File: config.mk
export PLATFORM = sky130hd
export DESIGN_NAME = cp0_exc_timer
export DESIGN_NICKNAME = d
export VERILOG_FILES = /design/src/rtl/cp0_exc_timer.sv
export SDC_FILE = /design/constraint.sdc
export NUM_CORES = 1
export LEC_CHECK = 0
export ABC_CLOCK_PERIOD_IN_PS = 8650
export CAP_MARGIN = 20
export CORE_ASPECT_RATIO = 1.25
export CORE_MARGIN = 2
export CORE_UTILIZATION = 45
export DETAILED_ROUTE_END_ITERATION = 8
export PLACE_DENSITY = 0.72
export SLEW_MARGIN = 30
export SYNTH_ARGS = -nofsm -noshare
export SYNTH_HDL_FRONTEND = slang
export SYNTH_SLANG_ARGS = --single-unit
File: constraint.sdc
create_clock -name clk -period 8.65 [get_ports clk]
set_input_delay 2.595 -clock clk [delete_from_list [all_inputs] [get_ports clk]]
set_output_delay 2.595 -clock clk [all_outputs]
set_load 0.01 [all_outputs]
File: src/rtl/cp0_exc_timer.sv
// -----------------------------------------------------------------------------
// cp0_exc_timer
//
// CP0 exception / timer unit for the writeback stage. Holds BadVAddr, Count,
// Compare, Status, Cause and EPC, provides a prescaled Count/Compare timer
// interrupt and samples up to six external interrupt lines into Cause.IP.
//
// Parameters:
//   EXT_INT_NUM  number of hardware interrupt lines (1..6), ext_int[i] -> IP[2+i]
//   COUNT_DIV    clock cycles per Count increment (>= 1)
//
// Ports:
//   clk, reset      clock, asynchronous active-high reset
//   cp0_addr        {rd[4:0], sel[2:0]} register select for MFC0/MTC0
//   cp0_wen         MTC0 write strobe (already qualified by ws_valid)
//   cp0_wdata       MTC0 write data
//   cp0_rdata       MFC0 read data, combinational from register state
//   exc_valid       exception commits this cycle
//   exc_code        ExcCode of the committing exception
//   exc_pc          PC of the excepting instruction
//   exc_bd          excepting instruction sits in a delay slot
//   exc_badv_valid  load BadVAddr with exc_badvaddr on this exception
//   exc_badvaddr    faulting virtual address
//   eret            ERET commits this cycle
//   ext_int         external interrupt levels
//   int_pending     interrupt request to the pipeline
//   epc             current EPC
//   status_exl      current Status.EXL
// -----------------------------------------------------------------------------
module cp0_exc_timer #(
   parameter int unsigned EXT_INT_NUM = 6,
   parameter int unsigned COUNT_DIV   = 2
) (
   input  logic                   clk,
   input  logic                   reset,
   input  logic [7:0]             cp0_addr,
   input  logic                   cp0_wen,
   input  logic [31:0]            cp0_wdata,
   output logic [31:0]            cp0_rdata,
   input  logic                   exc_valid,
   input  logic [4:0]             exc_code,
   input  logic [31:0]            exc_pc,
   input  logic                   exc_bd,
   input  logic                   exc_badv_valid,
   input  logic [31:0]            exc_badvaddr,
   input  logic                   eret,
   input  logic [EXT_INT_NUM-1:0] ext_int,
   output logic                   int_pending,
   output logic [31:0]            epc,
   output logic                   status_exl
);

   localparam logic [7:0] ADDR_BADVADDR = {5'd8,  3'd0};
   localparam logic [7:0] ADDR_COUNT    = {5'd9,  3'd0};
   localparam logic [7:0] ADDR_COMPARE  = {5'd11, 3'd0};
   localparam logic [7:0] ADDR_STATUS   = {5'd12, 3'd0};
   localparam logic [7:0] ADDR_CAUSE    = {5'd13, 3'd0};
   localparam logic [7:0] ADDR_EPC      = {5'd14, 3'd0};

   // A one-bit prescaler is kept even for COUNT_DIV=1; it then sits at 0 and
   // wraps every cycle.
   localparam int unsigned   PW         = (COUNT_DIV > 1) ? $clog2(COUNT_DIV) : 1;
   localparam logic [PW-1:0] PRESC_LAST = PW'(COUNT_DIV - 1);

   // Architectural state
   logic [31:0]   badvaddr_q;
   logic [31:0]   count_q;
   logic [31:0]   compare_q;
   logic [31:0]   epc_q;
   logic [7:0]    im_q;
   logic          exl_q;
   logic          ie_q;
   logic          bd_q;
   logic          ti_q;
   logic [5:0]    ip_hw_q;      // Cause.IP[7:2] as sampled from ext_int
   logic [1:0]    ip_sw_q;      // Cause.IP[1:0], software interrupts
   logic [4:0]    exccode_q;
   logic [PW-1:0] presc_q;
   logic          count_inc_q;  // Count was advanced by the timer last cycle

   // Derived signals
   logic          mtc0;
   logic          wr_count;
   logic          wr_compare;
   logic          wr_status;
   logic          wr_cause;
   logic          wr_epc;
   logic          presc_wrap;
   logic [5:0]    ext_lines;
   logic [7:0]    ip_full;
   logic [31:0]   status_word;
   logic [31:0]   cause_word;

   // A committing exception or ERET flushes the MTC0 in WB, so its write is dropped.
   assign mtc0       = cp0_wen & ~exc_valid & ~eret;
   assign wr_count   = mtc0 & (cp0_addr == ADDR_COUNT);
   assign wr_compare = mtc0 & (cp0_addr == ADDR_COMPARE);
   assign wr_status  = mtc0 & (cp0_addr == ADDR_STATUS);
   assign wr_cause   = mtc0 & (cp0_addr == ADDR_CAUSE);
   assign wr_epc     = mtc0 & (cp0_addr == ADDR_EPC);

   assign presc_wrap = (presc_q == PRESC_LAST);

   // Lines beyond EXT_INT_NUM are tied low.
   always_comb begin
      ext_lines = '0;
      ext_lines[EXT_INT_NUM-1:0] = ext_int;
   end

   // Timer interrupt shares IP[7] with the sixth external line.
   assign ip_full     = {ip_hw_q[5] | ti_q, ip_hw_q[4:0], ip_sw_q};
   assign status_word = {9'd0, 1'b1, 6'd0, im_q, 6'd0, exl_q, ie_q};
   assign cause_word  = {bd_q, ti_q, 14'd0, ip_full, 1'b0, exccode_q, 2'b00};

   // ---------------------------------------------------------------------------
   // Count and prescaler
   // ---------------------------------------------------------------------------
   always_ff @(posedge clk or posedge reset) begin
      if (reset) begin
         presc_q     <= '0;
         count_q     <= '0;
         count_inc_q <= 1'b0;
      end else if (wr_count) begin
         presc_q     <= '0;
         count_q     <= cp0_wdata;
         count_inc_q <= 1'b0;
      end else begin
         count_inc_q <= presc_wrap;
         if (presc_wrap) begin
            presc_q <= '0;
            count_q <= count_q + 32'd1;
         end else begin
            presc_q <= presc_q + PW'(1);
         end
      end
   end

   // ---------------------------------------------------------------------------
   // Compare and timer interrupt
   // ---------------------------------------------------------------------------
   // TI is raised one cycle after a timer-driven Count step lands on Compare;
   // a Count load never raises it, and a Compare write clears it even if the
   // match would fire in the same cycle.
   always_ff @(posedge clk or posedge reset) begin
      if (reset) begin
         compare_q <= '0;
         ti_q      <= 1'b0;
      end else if (wr_compare) begin
         compare_q <= cp0_wdata;
         ti_q      <= 1'b0;
      end else if (count_inc_q && (count_q == compare_q)) begin
         ti_q      <= 1'b1;
      end
   end

   // ---------------------------------------------------------------------------
   // Interrupt pending bits
   // ---------------------------------------------------------------------------
   always_ff @(posedge clk or posedge reset) begin
      if (reset) begin
         ip_hw_q <= '0;
         ip_sw_q <= '0;
      end else begin
         ip_hw_q <= ext_lines;
         if (wr_cause) begin
            ip_sw_q <= cp0_wdata[9:8];
         end
      end
   end

   // ---------------------------------------------------------------------------
   // Exception / ERET / MTC0 on Status, EPC, Cause.BD/ExcCode, BadVAddr
   // ---------------------------------------------------------------------------
   always_ff @(posedge clk or posedge reset) begin
      if (reset) begin
         epc_q      <= '0;
         bd_q       <= 1'b0;
         exccode_q  <= '0;
         exl_q      <= 1'b0;
         ie_q       <= 1'b0;
         im_q       <= '0;
         badvaddr_q <= '0;
      end else if (exc_valid) begin
         // A nested exception (EXL already set) keeps the original return point.
         if (!exl_q) begin
            epc_q <= exc_bd ? (exc_pc - 32'd4) : exc_pc;
            bd_q  <= exc_bd;
         end
         exccode_q <= exc_code;
         exl_q     <= 1'b1;
         if (exc_badv_valid) begin
            badvaddr_q <= exc_badvaddr;
         end
      end else if (eret) begin
         exl_q <= 1'b0;
      end else begin
         if (wr_status) begin
            im_q  <= cp0_wdata[15:8];
            exl_q <= cp0_wdata[1];
            ie_q  <= cp0_wdata[0];
         end
         if (wr_epc) begin
            epc_q <= cp0_wdata;
         end
      end
   end

   // ---------------------------------------------------------------------------
   // MFC0 read mux
   // ---------------------------------------------------------------------------
   always_comb begin
      cp0_rdata = '0;
      case (cp0_addr)
         ADDR_BADVADDR: cp0_rdata = badvaddr_q;
         ADDR_COUNT:    cp0_rdata = count_q;
         ADDR_COMPARE:  cp0_rdata = compare_q;
         ADDR_STATUS:   cp0_rdata = status_word;
         ADDR_CAUSE:    cp0_rdata = cause_word;
         ADDR_EPC:      cp0_rdata = epc_q;
         default:       cp0_rdata = '0;
      endcase
   end

   assign int_pending = ie_q & ~exl_q & (|(ip_full & im_q));
   assign epc         = epc_q;
   assign status_exl  = exl_q;

endmodule

==> impl_metrics.toml <==
[worst_setup_path]
worstPathRequired_ps = 6060
crit_chain = "clkdlybuf4s50_1 -> nor2b_1 -> and3_1 -> o21ai_0 -> a21oi_1 -> a211o_1 -> clkdlybuf4s50_1"
cp_max_fo = 16
worst-endpoint-arrival_ps = 5330
critical_path.top_delay_family = "simple AND/OR/NAND/NOR gates"
slowest_stage = "and3_1"
crit_type = "in2out"
worst_path_most_repeated_cell = "clkdlybuf4s50_1"
r2r_slack_ps = 6130
endpoint_kind = "output pin"
crit_buf_inv = 2
max_stage_delay_ps = 690
start_kind = "input port"

[floorplan]
dieHeight_um = 160
dieArea_mm2 = 0.0206
die_x_um = 129
num_rows = 57
io_pins = 188
design.core.area_mm2 = 0.0193
start_util_pct = 45.6

[place]
place_hpwl_mm = 22.4
place.gp.congestion = 0.966
dpl_cell_area_mm2 = 0.0107
post-place-ws_ps = 832
io_buffers = 187

[power]
power_switching_w = 0.000595
p_leak_nw = 4.68
clockPowerShare_pct = 37.3
peakVddDrop_mv = 0.154
swShare_pct = 30.0
seqPwrFrac_pct = 45.6
p_per_area_mw_per_mm2 = 175
intPower_w = 0.00139
combPwrFrac_pct = 17.1
power_w = 0.00198

[yosys]
netlist_area_mm2 = 0.00877
yosys-top-cells-area = "dfrtp_1 44%, mux2_2 11%, a22oi_1 5.3%"
ys.flop_type = "dfrtp_1"
syn_area_per_cell_um2 = 10.1
ys_types = 63
synth.largest_area_cell = "dfrtp_1"
yosysSeqAreaShare_pct = 44.2
synth_cells = 871
synth_edf_count = 0
ys_ff_latch = 155
yosysWarnings = 0
synth_fp_nets = 995
synthArstFlopShare_pct = 100
yosysTopAreaCellShare_pct = 44.2

[clock_network]
clockBufferDepth = 2
cts_tree = "built"
insertion_delay_ps = 430
post_cts_buffers = 0
cts-resized-gates = 0
root_buffer = "clkbuf_16"
clkTransAtPathRegs_ps = 60
htreeDepth = 4
cts_hold_buf = 0
cts_sinks = 155
numCtsBuffers = 17

[job]
drv_cap = 0

[drt]
drt-initial-drc-count = 928
drcViolationCount = 0
vias = 7872
via_per_inst = 6.18
wirelength_mm = 30.1
drt_pre_antenna_iters = 5
wl_per_cell_um = 23.7
postRouteAntennaNets = 0

[global_routing]
antenna_found_initial = 0
grt_start_max_net_pins = 97
grt_pass1_wl_mm = 46.3
track_usage_pct = 30.0
overflow = 0
grt_pass1_vias = 7741

[timing]
fin_setup_tns_ps = 0
setup_violations = 0
fin_crit_sh_pct = 91.7
final_hold_viol_count = 0
skew_ps = 7.33
rsz0062_at_grt = "no"
slew_viol_final = 0
period_minus_slack_ps = 7930
tightestPinTransition_ps = 966
layout_setup_ws_ps = 721
slew_headroom_pct = 35.6
max_freq_ghz = 0.126

[final_layout]
drive_above_1_share_pct = 15.0
fin_area_mm2 = 0.0113
nFillCells = 1646
layout_common_cells = "186 x clkdlybuf4s50_1, 155 x dfrtp_1, 82 x mux2_2"
antennaDiodeCount = 0
layout_commonest_cell = "clkdlybuf4s50_1"
layout.nets = 1149
area_growth_syn_to_layout_pct = 29.2

[outcome]
status = "finished, final reports clean"

[worst_hold_path]
hold_path_class = "reg2reg"
## worst register-to-register path, delay by kind of cell, from the launching register on
family	cells	cell delay [ps]
compound gates	1	110
buf+inv	1	390
flops	1	560
simple gates	3	1360
## final cells by class
cell class | instances | area (um2) | share of cell area, %
clock inverters | 15 | 151 | 1.34
flip-flops and latches | 155 | 3880 | 34.2
repair buffers | 198 | 1970 | 17.4
clock buffers | 17 | 425 | 3.75
well taps | 236 | 295 | 2.61
multi-input cells | 645 | 4580 | 40.4
inverters | 8 | 35.0 | 0.309
## metrics by stage
stage	std cells	hold WS (ps)	utilization, %
6_report	1274	506	58.9
2_1_floorplan	871	479	-
5_1_grt	1274	513	58.9
3_5_place_dp	1241	494	55.7
4_1_cts	1273	508	58.7
3_3_place_gp	1241	490	55.7
## sequential cells by signal (all words and copies together) (netlist names), 2 cells and up
| signal | flops |
|---|---|
| epc | 32 |
| ip_hw_q | 6 |
| exccode_q | 5 |
| ip_sw_q | 2 |
| count_q | 32 |
| im_q | 8 |
| badvaddr_q | 32 |
| compare_q | 32 |
## cells in the mapped netlist, types with 5 or more instances
library cell,instances
nor3_1,19
buf_2,6
nand2b_1,5
clkbuf_1,42
buf_1,5
buf_4,5
nand2_1,48
a21oi_1,48
nor4_2,6
nor4_1,14
xor2_1,49
dfrtp_1,155
and2_1,5
nand3_1,25
a22oi_1,62
o21ai_0,54
nand4_1,14
o22ai_1,12
mux2i_1,11
nor2_1,64
and3_1,15
a22o_1,6
inv_1,7
xnor2_1,35
mux2_2,82
a221oi_1,7
## logic make-up (layout without fill, tap and decap cells)
logic type	after synthesis	in the layout	synth area share (%)
muxes	93	93	11.8
and+or+nand+nor	254	254	16.2
buffers and inverters	71	238	3.75
adders and majority gates	2	2	0.285
DFF	155	155	44.2
AOI/OAI and AO/OA	212	212	15.4
xor gates and xnor gates	84	84	8.38
## final timing paths
check,to,from,cells after the start
max,cp0_rdata[15],cp0_addr[5],7
min,badvaddr_q[25],badvaddr_q[25],1
max reg2reg,epc[9],status_exl,5
min reg2reg,badvaddr_q[25],badvaddr_q[25],1
max in group asynchronous,count_q[15],reset,3
min in group asynchronous,im_q[7],reset,2
## power groups by stage
stage          logic [W]  clock network, W  registers, W
2_1_floorplan   0.000168                 0      0.000872
3_3_place_gp    0.000328                 0      0.000910
3_5_place_dp    0.000334                 0      0.000912
4_1_cts         0.000337          0.000744      0.000900
5_1_grt         0.000366          0.000779      0.000911
6_report        0.000339          0.000740      0.000904
## routing by layer
layer / track usage [%] / vias to the layer above / part of all wire [%]
li1: - / 3502 / -
met1: 39.6 / 3881 / 39
met2: 48.0 / 407 / 48
met3: 5.56 / 82 / 8.2
met4: 13.1 / 0 / 4.4
met5: 0 / - / 0
(Power assumes the default switching activity.)
